==> config.mk <==
export PLATFORM = sky130hd
export DESIGN_NAME = mem_port_arbiter
export DESIGN_NICKNAME = d
export VERILOG_FILES = /design/src/rtl/mem_port_arbiter_pkg.sv /design/src/rtl/mem_port_arbiter.sv
export SDC_FILE = /design/constraint.sdc
export NUM_CORES = 1
export LEC_CHECK = 0
export CORE_MARGIN = 5
export CORE_UTILIZATION = 30
export CTS_CLUSTER_SIZE = 30
export DETAILED_ROUTE_END_ITERATION = 12
export MAX_ROUTING_LAYER = met4
export PLACE_DENSITY = 0.74
export SETUP_SLACK_MARGIN = 0.3
export SYNTH_ARGS = -nofsm -noshare
export SYNTH_HDL_FRONTEND = slang
export SYNTH_SLANG_ARGS = --single-unit
==> constraint.sdc <==
create_clock -name clk -period 12.1 [get_ports clk]
set_input_delay 1.815 -clock clk [delete_from_list [all_inputs] [get_ports clk]]
set_output_delay 1.815 -clock clk [all_outputs]
set_load 0.02 [all_outputs]
==> src/rtl/mem_port_arbiter_pkg.sv <==
// -----------------------------------------------------------------------------
// mem_port_arbiter_pkg
// Shared types and constants for the unified-memory arbiter that sits between
// the core's instruction-fetch port, its data port and a single-port
// synchronous memory macro.
//   arb_state_e  : sequencing FSM states (2-bit encodings)
//   arb_owner_e  : which requester currently owns the memory
//   MEM_LAT_MAX  : largest supported memory read latency
//   arb_pick     : grant decision when the arbiter is idle
// -----------------------------------------------------------------------------
package mem_port_arbiter_pkg;

    typedef enum logic [1:0] {
        ARB_IDLE  = 2'd0,
        ARB_ISSUE = 2'd1,
        ARB_WAIT  = 2'd2,
        ARB_RESP  = 2'd3
    } arb_state_e;

    typedef enum logic {
        ARB_OWN_I = 1'b0,
        ARB_OWN_D = 1'b1
    } arb_owner_e;

    localparam int MEM_LAT_MAX = 4;

    // Grant decision. Only meaningful when at least one request is present;
    // with a single request that requester wins. With both present, fixed
    // priority favours the data port, round-robin favours whoever did not
    // own the memory last.
    function automatic arb_owner_e arb_pick(
        input logic       i_req,
        input logic       d_req,
        input arb_owner_e last_owner,
        input logic       rr_mode
    );
        arb_owner_e pick;
        pick = ARB_OWN_I;
        if (i_req && d_req) begin
            if (rr_mode) begin
                if (last_owner == ARB_OWN_D) begin
                    pick = ARB_OWN_I;
                end else begin
                    pick = ARB_OWN_D;
                end
            end else begin
                pick = ARB_OWN_D;
            end
        end else if (d_req) begin
            pick = ARB_OWN_D;
        end else begin
            pick = ARB_OWN_I;
        end
        return pick;
    endfunction

endpackage

==> src/rtl/mem_port_arbiter.sv <==
// -----------------------------------------------------------------------------
// mem_port_arbiter
// Shares one single-port synchronous memory between the instruction-fetch
// port and the data port. One transaction is in flight at a time:
//   IDLE -> ISSUE -> WAIT -> RESP -> IDLE   (loads / fetches)
//   IDLE -> ISSUE -> RESP -> IDLE           (stores)
// Ports:
//   clk, rst                     clock (rising edge), async active-high reset
//   i_req/i_addr                 fetch request and byte address
//   i_rdata/i_valid              fetched word and one-cycle completion pulse
//   d_req/d_we/d_addr/d_wdata    data request (load when d_we=0, store when 1)
//   d_rdata/d_valid              load data and one-cycle completion pulse
//   m_en/m_we/m_addr/m_wdata     memory strobe/controls, high only in ISSUE
//   m_rdata                      memory read data, MEM_LAT cycles after m_en
// All outputs are driven straight from registers.
// -----------------------------------------------------------------------------
module mem_port_arbiter
    import mem_port_arbiter_pkg::*;
#(
    parameter int WORD_LEN = 32,
    parameter int MEM_LAT  = 1,
    parameter int PRIO_RR  = 0
) (
    input  logic                clk,
    input  logic                rst,
    input  logic                i_req,
    input  logic [WORD_LEN-1:0] i_addr,
    output logic [WORD_LEN-1:0] i_rdata,
    output logic                i_valid,
    input  logic                d_req,
    input  logic                d_we,
    input  logic [WORD_LEN-1:0] d_addr,
    input  logic [WORD_LEN-1:0] d_wdata,
    output logic [WORD_LEN-1:0] d_rdata,
    output logic                d_valid,
    output logic                m_en,
    output logic                m_we,
    output logic [WORD_LEN-1:0] m_addr,
    output logic [WORD_LEN-1:0] m_wdata,
    input  logic [WORD_LEN-1:0] m_rdata
);

    // Counter preload: WAIT lasts MEM_LAT cycles, capturing on the last one.
    localparam logic [1:0] LAT_INIT = 2'(MEM_LAT - 1);
    localparam logic       RR_MODE  = (PRIO_RR != 0) ? 1'b1 : 1'b0;

    arb_state_e          state_q,      state_d;
    arb_owner_e          owner_q,      owner_d;
    arb_owner_e          last_owner_q, last_owner_d;
    logic [1:0]          lat_cnt_q,    lat_cnt_d;
    logic                we_q,         we_d;
    logic [WORD_LEN-1:0] addr_q,       addr_d;
    logic [WORD_LEN-1:0] wdata_q,      wdata_d;
    logic                m_en_q,       m_en_d;
    logic                m_we_q,       m_we_d;
    logic [WORD_LEN-1:0] m_addr_q,     m_addr_d;
    logic [WORD_LEN-1:0] m_wdata_q,    m_wdata_d;
    logic                i_valid_q,    i_valid_d;
    logic                d_valid_q,    d_valid_d;
    logic [WORD_LEN-1:0] i_rdata_q,    i_rdata_d;
    logic [WORD_LEN-1:0] d_rdata_q,    d_rdata_d;
    arb_owner_e          grant_s;

    assign grant_s = arb_pick(i_req, d_req, last_owner_q, RR_MODE);

    // Next-state and registered-output decode for the sequencing FSM.
    always_comb begin
        state_d      = state_q;
        owner_d      = owner_q;
        last_owner_d = last_owner_q;
        lat_cnt_d    = lat_cnt_q;
        we_d         = we_q;
        addr_d       = addr_q;
        wdata_d      = wdata_q;
        i_rdata_d    = i_rdata_q;
        d_rdata_d    = d_rdata_q;
        // Memory controls and valid pulses are single-cycle: default low.
        m_en_d       = 1'b0;
        m_we_d       = 1'b0;
        m_addr_d     = {WORD_LEN{1'b0}};
        m_wdata_d    = {WORD_LEN{1'b0}};
        i_valid_d    = 1'b0;
        d_valid_d    = 1'b0;

        case (state_q)
            ARB_IDLE: begin
                if (i_req || d_req) begin
                    owner_d = grant_s;
                    if (grant_s == ARB_OWN_D) begin
                        we_d    = d_we;
                        addr_d  = d_addr;
                        wdata_d = d_wdata;
                    end else begin
                        // Fetches never write.
                        we_d    = 1'b0;
                        addr_d  = i_addr;
                        wdata_d = {WORD_LEN{1'b0}};
                    end
                    // Memory strobe registered here so it is high exactly
                    // during the ISSUE cycle.
                    m_en_d    = 1'b1;
                    m_we_d    = we_d;
                    m_addr_d  = addr_d;
                    m_wdata_d = wdata_d;
                    state_d   = ARB_ISSUE;
                end else begin
                    state_d = ARB_IDLE;
                end
            end

            ARB_ISSUE: begin
                if (we_q) begin
                    // Stores complete without waiting for read data.
                    if (owner_q == ARB_OWN_D) begin
                        d_valid_d = 1'b1;
                    end else begin
                        i_valid_d = 1'b1;
                    end
                    state_d = ARB_RESP;
                end else begin
                    lat_cnt_d = LAT_INIT;
                    state_d   = ARB_WAIT;
                end
            end

            ARB_WAIT: begin
                if (lat_cnt_q == 2'd0) begin
                    if (owner_q == ARB_OWN_D) begin
                        d_rdata_d = m_rdata;
                        d_valid_d = 1'b1;
                    end else begin
                        i_rdata_d = m_rdata;
                        i_valid_d = 1'b1;
                    end
                    state_d = ARB_RESP;
                end else begin
                    lat_cnt_d = lat_cnt_q - 2'd1;
                    state_d   = ARB_WAIT;
                end
            end

            ARB_RESP: begin
                last_owner_d = owner_q;
                state_d      = ARB_IDLE;
            end

            default: begin
                state_d = ARB_IDLE;
            end
        endcase
    end

    // State, latched request and output registers; reset drops any
    // in-flight access without a completion pulse.
    always_ff @(posedge clk or posedge rst) begin
        if (rst) begin
            state_q      <= ARB_IDLE;
            owner_q      <= ARB_OWN_I;
            last_owner_q <= ARB_OWN_D;
            lat_cnt_q    <= 2'd0;
            we_q         <= 1'b0;
            addr_q       <= {WORD_LEN{1'b0}};
            wdata_q      <= {WORD_LEN{1'b0}};
            m_en_q       <= 1'b0;
            m_we_q       <= 1'b0;
            m_addr_q     <= {WORD_LEN{1'b0}};
            m_wdata_q    <= {WORD_LEN{1'b0}};
            i_valid_q    <= 1'b0;
            d_valid_q    <= 1'b0;
            i_rdata_q    <= {WORD_LEN{1'b0}};
            d_rdata_q    <= {WORD_LEN{1'b0}};
        end else begin
            state_q      <= state_d;
            owner_q      <= owner_d;
            last_owner_q <= last_owner_d;
            lat_cnt_q    <= lat_cnt_d;
            we_q         <= we_d;
            addr_q       <= addr_d;
            wdata_q      <= wdata_d;
            m_en_q       <= m_en_d;
            m_we_q       <= m_we_d;
            m_addr_q     <= m_addr_d;
            m_wdata_q    <= m_wdata_d;
            i_valid_q    <= i_valid_d;
            d_valid_q    <= d_valid_d;
            i_rdata_q    <= i_rdata_d;
            d_rdata_q    <= d_rdata_d;
        end
    end

    assign i_rdata = i_rdata_q;
    assign i_valid = i_valid_q;
    assign d_rdata = d_rdata_q;
    assign d_valid = d_valid_q;
    assign m_en    = m_en_q;
    assign m_we    = m_we_q;
    assign m_addr  = m_addr_q;
    assign m_wdata = m_wdata_q;

endmodule

# --- After elaboration in Yosys (flattened, before gate mapping) ---
# Index checks and enable logic that the tools add are counted.
word_totals:
  word_cells: 56
  inputBits: 133
  register_bits: 138
  output_inout_bits: 132
op_classes:
  n_addsub: 1
  n_reduce_logical: 9
  bitwise_logic: 1
  n_mux: 28
  n_eq_ne: 5
op_table:
  columns: ["op", "count"]
  rows:
  - ["32-bit 2-to-1 mux", 6]
  - ["1-bit 2-to-1 mux", 16]
  - ["3-bit AND reduction", 3]
  - ["2-bit one-hot mux with 4 select lines", 1]
  - ["2-bit == test, second input constant", 2]
  - ["2-bit zero test", 2]
  - ["2-bit 2-to-1 mux", 2]
  - ["2-bit != test, second input constant", 2]
  - ["1-bit one-hot mux with 2 select lines", 2]
  - ["2-bit one-hot mux with 2 select lines", 1]
  - ["2-bit by 1-bit == test with 1-bit output, second input constant", 1]
  - ["2-bit AND reduction", 1]
  - ["2-bit nonzero test", 1]
  - ["2-bit by 1-bit subtractor with 2-bit output, second input constant", 1]
  - ["1-bit logical AND", 1]
  - ["1-bit logical OR", 1]
  - ["1-bit inverter", 1]

# --- Depth between registers and ports, before layout ---
logic_depth:
  word_depth: 5
  mapped_depth: 7
  mapped_depth_nobuf: 5

# --- Least setup slack after synthesis ---
# OpenSTA, ideal clock, no wires.
synth_path:
  path_type: "input to register"
  from: "input port d_req"
  to: "register m_addr_q[12], in the netlist m_addr[12]"
  path_buffers: 3
  setup_ns: 0.121
  arrival_time_ns: 2.640
  stages: 5
  path_slack_ns: 9.339
  t_required_ns: 11.979
  path_cell_list: "clkbuf_1 -> buf_2 -> buf_2 -> mux2i_1 -> nor2_1"
synth_between:
  elab_chain_cells: 5
  word_cells_on_any_way: 7
  cone_classes: "mux (5); reduce/logical (2)"
synth_rtl:
  columns: ["element", "line", "rtl"]
  rows:
  - ["from (decl)", "mem_port_arbiter.sv:30", "input logic d_req,"]
  - ["1-bit 2-to-1 mux / 1-bit logical AND (equally long branches)", "mem_port_arbiter_pkg.sv:49, mem_port_arbiter_pkg.sv:39", null]
  - ["1-bit 2-to-1 mux", "mem_port_arbiter_pkg.sv:39", "if (i_req && d_req) begin"]
  - ["32-bit 2-to-1 mux", "mem_port_arbiter.sv:89", "if (grant_s == ARB_OWN_D) begin"]
  - ["32-bit 2-to-1 mux *", "mem_port_arbiter.sv:87", "if (i_req || d_req) begin"]
  - ["32-bit 2-to-1 mux *", "mem_port_arbiter.sv:85", "case (state_q)"]
  - ["via m_addr_d[12]", "mem_port_arbiter.sv:56", "logic [WORD_LEN-1:0] m_addr_q, m_addr_d;"]
  - ["to (signal assigned)", "mem_port_arbiter.sv:166", "m_addr_q <= {WORD_LEN{1'b0}};"]
  - ["to (signal assigned)", "mem_port_arbiter.sv:182", "m_addr_q <= m_addr_d;"]
  - ["to (decl)", "mem_port_arbiter.sv:56", null]
# The timed path passes the listed nets; every way through them passes the cells marked *.
# A chain may end at the register's enable or synchronous reset.

# --- Worst setup path in the final report ---
layout_path:
  from: "register i_rdata_q[27], in the netlist i_rdata[27]"
  to: "output port i_rdata[27]"
layout_lines:
  columns: ["element", "line", "rtl"]
  rows:
  - ["from (decl)", "mem_port_arbiter.sv:60", "logic [WORD_LEN-1:0] i_rdata_q, i_rdata_d;"]
  - ["from (signal assigned)", "mem_port_arbiter.sv:170", "i_rdata_q <= {WORD_LEN{1'b0}};"]
  - ["from (signal assigned)", "mem_port_arbiter.sv:186", "i_rdata_q <= i_rdata_d;"]
  - ["to (decl)", "mem_port_arbiter.sv:28", "output logic [WORD_LEN-1:0] i_rdata,"]
# No word-level cell between the ends.

==> impl_metrics.env <==
export IMPL_die_x_um=143
export IMPL_cp_arrival_ns=1.40
export IMPL_drc=0
export IMPL_critPathMaxFanout=2
export IMPL_dp_hpwl_um=10300
export IMPL_die_h_um=143
export IMPL_min_to="d_rdata[16]"
export IMPL_outcome="completed"
export IMPL_ys_warn_count=0
export IMPL_r2r_end="i_rdata[5]"
export IMPL_critPathLaunchType="flop"
export IMPL_fin_crit_sh_pct=26.6
export IMPL_rows=48
export IMPL_ys_types=23
export IMPL_fillerInstances=1436
export IMPL_switchingPower_uw=709
export IMPL_holdBufCountCts=0
export IMPL_final_max_slew_viol_count=0
export IMPL_vias_per_cell=4.40
export IMPL_grt_pass1_wl_um=21300
export IMPL_portBuffers=264
export IMPL_fp_dieArea_mm2=0.0203
export IMPL_gp_congestion=0.789
export IMPL_ir_worst_vdd_mv=0.114
export IMPL_regToRegSetupSlack_ns=9.90
export IMPL_relSlewSlack_pct=24.0
export IMPL_finClkSkew_ns=0.00564
export IMPL_synth_compound_area_share_pct=0.688
export IMPL_holdCritPathClass="flop to flop"
export IMPL_tns_ns=0
export IMPL_num_vias=3738
export IMPL_avgSynthCellArea_um2=15.1
export IMPL_cp_slowest_cell="clkdlybuf4s50_1"
export IMPL_setup_violations=0
export IMPL_syn_num_nets=486
export IMPL_syn_area_mm2=0.00527
export IMPL_grt_overflow=0
export IMPL_htree_levels=4
export IMPL_synthMuxAreaShare_pct=22.3
export IMPL_critPathLaunch="i_rdata[27]"
export IMPL_grt_max_degree=75
export IMPL_grt_pass1_vias=4097
export IMPL_synthXorXnorAreaFrac_pct=0
export IMPL_firstDrtPassIters=4
export IMPL_wl_per_cell_um=16.3
export IMPL_syn_to_final_growth_pct=64.7
export IMPL_cts_tree="built"
export IMPL_cts_resized_gates=0
export IMPL_fmax_mhz=311
export IMPL_ys_flop_type="dfrtp_1"
export IMPL_core_area_mm2=0.0173
export IMPL_grt_util_all_layers_pct=14.0
export IMPL_clockRootBuffer="clkbuf_16"
export IMPL_hold_viol=0
export IMPL_p_leak_uw=0.00403
export IMPL_cap_violations=0
export IMPL_cts_buffer_depth=2
export IMPL_crit_type="flop to primary output"
export IMPL_hold_start="d_rdata[16]"
export IMPL_r2r_start="state_q[0]"
export IMPL_min_path_cells=1
export IMPL_multi_input_area_mm2=0.00166
export IMPL_io_pins=265
export IMPL_path_buf_inv=1
export IMPL_period_minus_slack_ns=3.21
export IMPL_required_ns=10.28
export IMPL_p_int_uw=1460
export IMPL_cts_sinks=138
export IMPL_syn_inst=349
export IMPL_ant_nets=0
export IMPL_reg2reg_depth=5
export IMPL_seqCellArea_mm2=0.00345
export IMPL_diodes=0
export IMPL_critPathCaptureType="primary output"
export IMPL_antenna_found_initial=0
export IMPL_worst_pin_slew_ns=1.14
export IMPL_pwr_share_comb_pct=43.0
export IMPL_worstSkewPairLatency_ns=0.41
export IMPL_synth_top_family_by_area="multiplexers"
export IMPL_ys_seq_elements=138
export IMPL_cts_buffers=17
export IMPL_p_per_area_mw_per_mm2=250
export IMPL_synth_fa_ha_area_share_pct=0.949
export IMPL_timing_hold_ws_ns=0.503
export IMPL_final_cell_area_mm2=0.00868
export IMPL_async_flop_share_pct=100
export IMPL_seqPwrFrac_pct=32.6
export IMPL_rsz0062_at_grt="no"
export IMPL_postCtsSetupRepairBufs=0
export IMPL_postPlaceCellArea_mm2=0.00808
export IMPL_yosysSeqAreaShare_pct=65.5
export IMPL_cp_top_family="buffers and inverters"
export IMPL_wl_um=13800
export IMPL_final_layout_size_suffix_gt1_share_pct=17.0
export IMPL_clkPwrFrac_pct=24.4
export IMPL_switching_share_pct=32.7
export IMPL_drt_iter0_drc=98
export IMPL_nNetsFinal=750
export IMPL_crit_chain="clkdlybuf4s50_1"
export IMPL_clkTransAtPathRegs_ns=0.06
export IMPL_synth_edff_count=0
export IMPL_synthSimpleGateAreaFrac_pct=7.31
export IMPL_max_stage_delay_ns=0.62
export IMPL_start_util_pct=30.5
[power by group through the flow]
stage	logic (uW)	registers (uW)	clock network [uW]
after floorplan	335	897	0
after global placement	930	706	0
after detailed placement	946	716	0
after CTS	948	709	543
after global routing	988	726	565
final	933	707	530
[state kept, by name (all words and copies together) (netlist names)]
name,cells
i_rdata,32
we_q,1
d_valid,1
d_rdata,32
i_valid,1
state_q,2
owner_q,1
m_we,1
m_wdata,32
m_addr,32
lat_cnt_q,2
m_en,1
[metal layers]
metal | global-route usage [%] | up-vias | part of all wire (%) | wire length, um
met1 | 16.0 | 1798 | 40 | 5490
met4 | 4.25 | 0 | 1.1 | 147
li1 | - | 1724 | - | -
met2 | 22.1 | 200 | 47 | 6560
met5 | - | - | 0 | 0
met3 | 6.18 | 16 | 12 | 1630
[synthesized netlist by cell type, drive strengths merged, types with 2 or more instances]
cell	n	area, um^2
a21o	2	16.3
and3	35	220
buf	14	121
clkbuf	8	30.0
dfrtp	138	3450
ha	4	50.1
inv	6	22.5
mux2	65	845
mux2i	33	330
nand2	5	21.3
nor2	33	124
[layout make-up]
cell class | instances | share of cell area [%]
flip-flops and latches | 138 | 39.8
repair buffers | 267 | 30.6
multi-input cells | 183 | 19.1
clock buffers | 19 | 5.10
well taps | 225 | 3.24
clock inverters | 12 | 1.87
inverters | 6 | 0.317
[how the worst max path moves through the flow]
stage                              to  cells past startpoint  slack (ns)
final                     i_rdata[27]                      1        8.89
after global routing       m_addr[14]                      3        8.60
after CTS                  m_addr[14]                      3        8.82
after detailed placement    m_addr[7]                      3        8.37
after global placement     m_addr[14]                      3        8.44
after floorplan            d_rdata[0]                      1        6.59
[placed cells by master, fill, tap and decap left out, types with 5 or more instances in the layout]
cell type	instances
clkdlybuf4s50_1	263
inv_6	6
dfrtp_1	138
mux2i_1	33
mux2_2	35
inv_1	5
mux2_4	30
and3_1	34
clkbuf_16	17
nor2_1	33
[metrics by stage]
step	utilization [%]	cells	total power, uW	setup slack, ns
floorplan	-	349	1230	6.59
global placement	46.7	819	1640	8.44
detailed placement	46.7	819	1660	8.37
CTS	50.2	850	2200	8.82
global route	50.2	850	2280	8.60
finish	50.2	850	2170	8.89
[worst reg2reg max path, cell delays in order, from the launching register on]
cell	delay (ns)
dfrtp_1	0.35
inv_1	0.06
ha_1	0.26
nand2_2	0.09
or2_2	0.86
mux2_2	0.46
[cell families (layout without fill, tap and decap cells)]
| logic type | count (synthesis) | count (layout) |
|---|---|---|
| flip-flops | 138 | 138 |
| adder cells (fa/ha/maj) | 4 | 4 |
| multiplexers | 98 | 98 |
| AO/OA/AOI/OAI | 5 | 5 |
| AND/OR/NAND/NOR | 76 | 76 |
| buffers and inverters | 28 | 304 |
No activity file was read; power rests on OpenSTA's default activity.
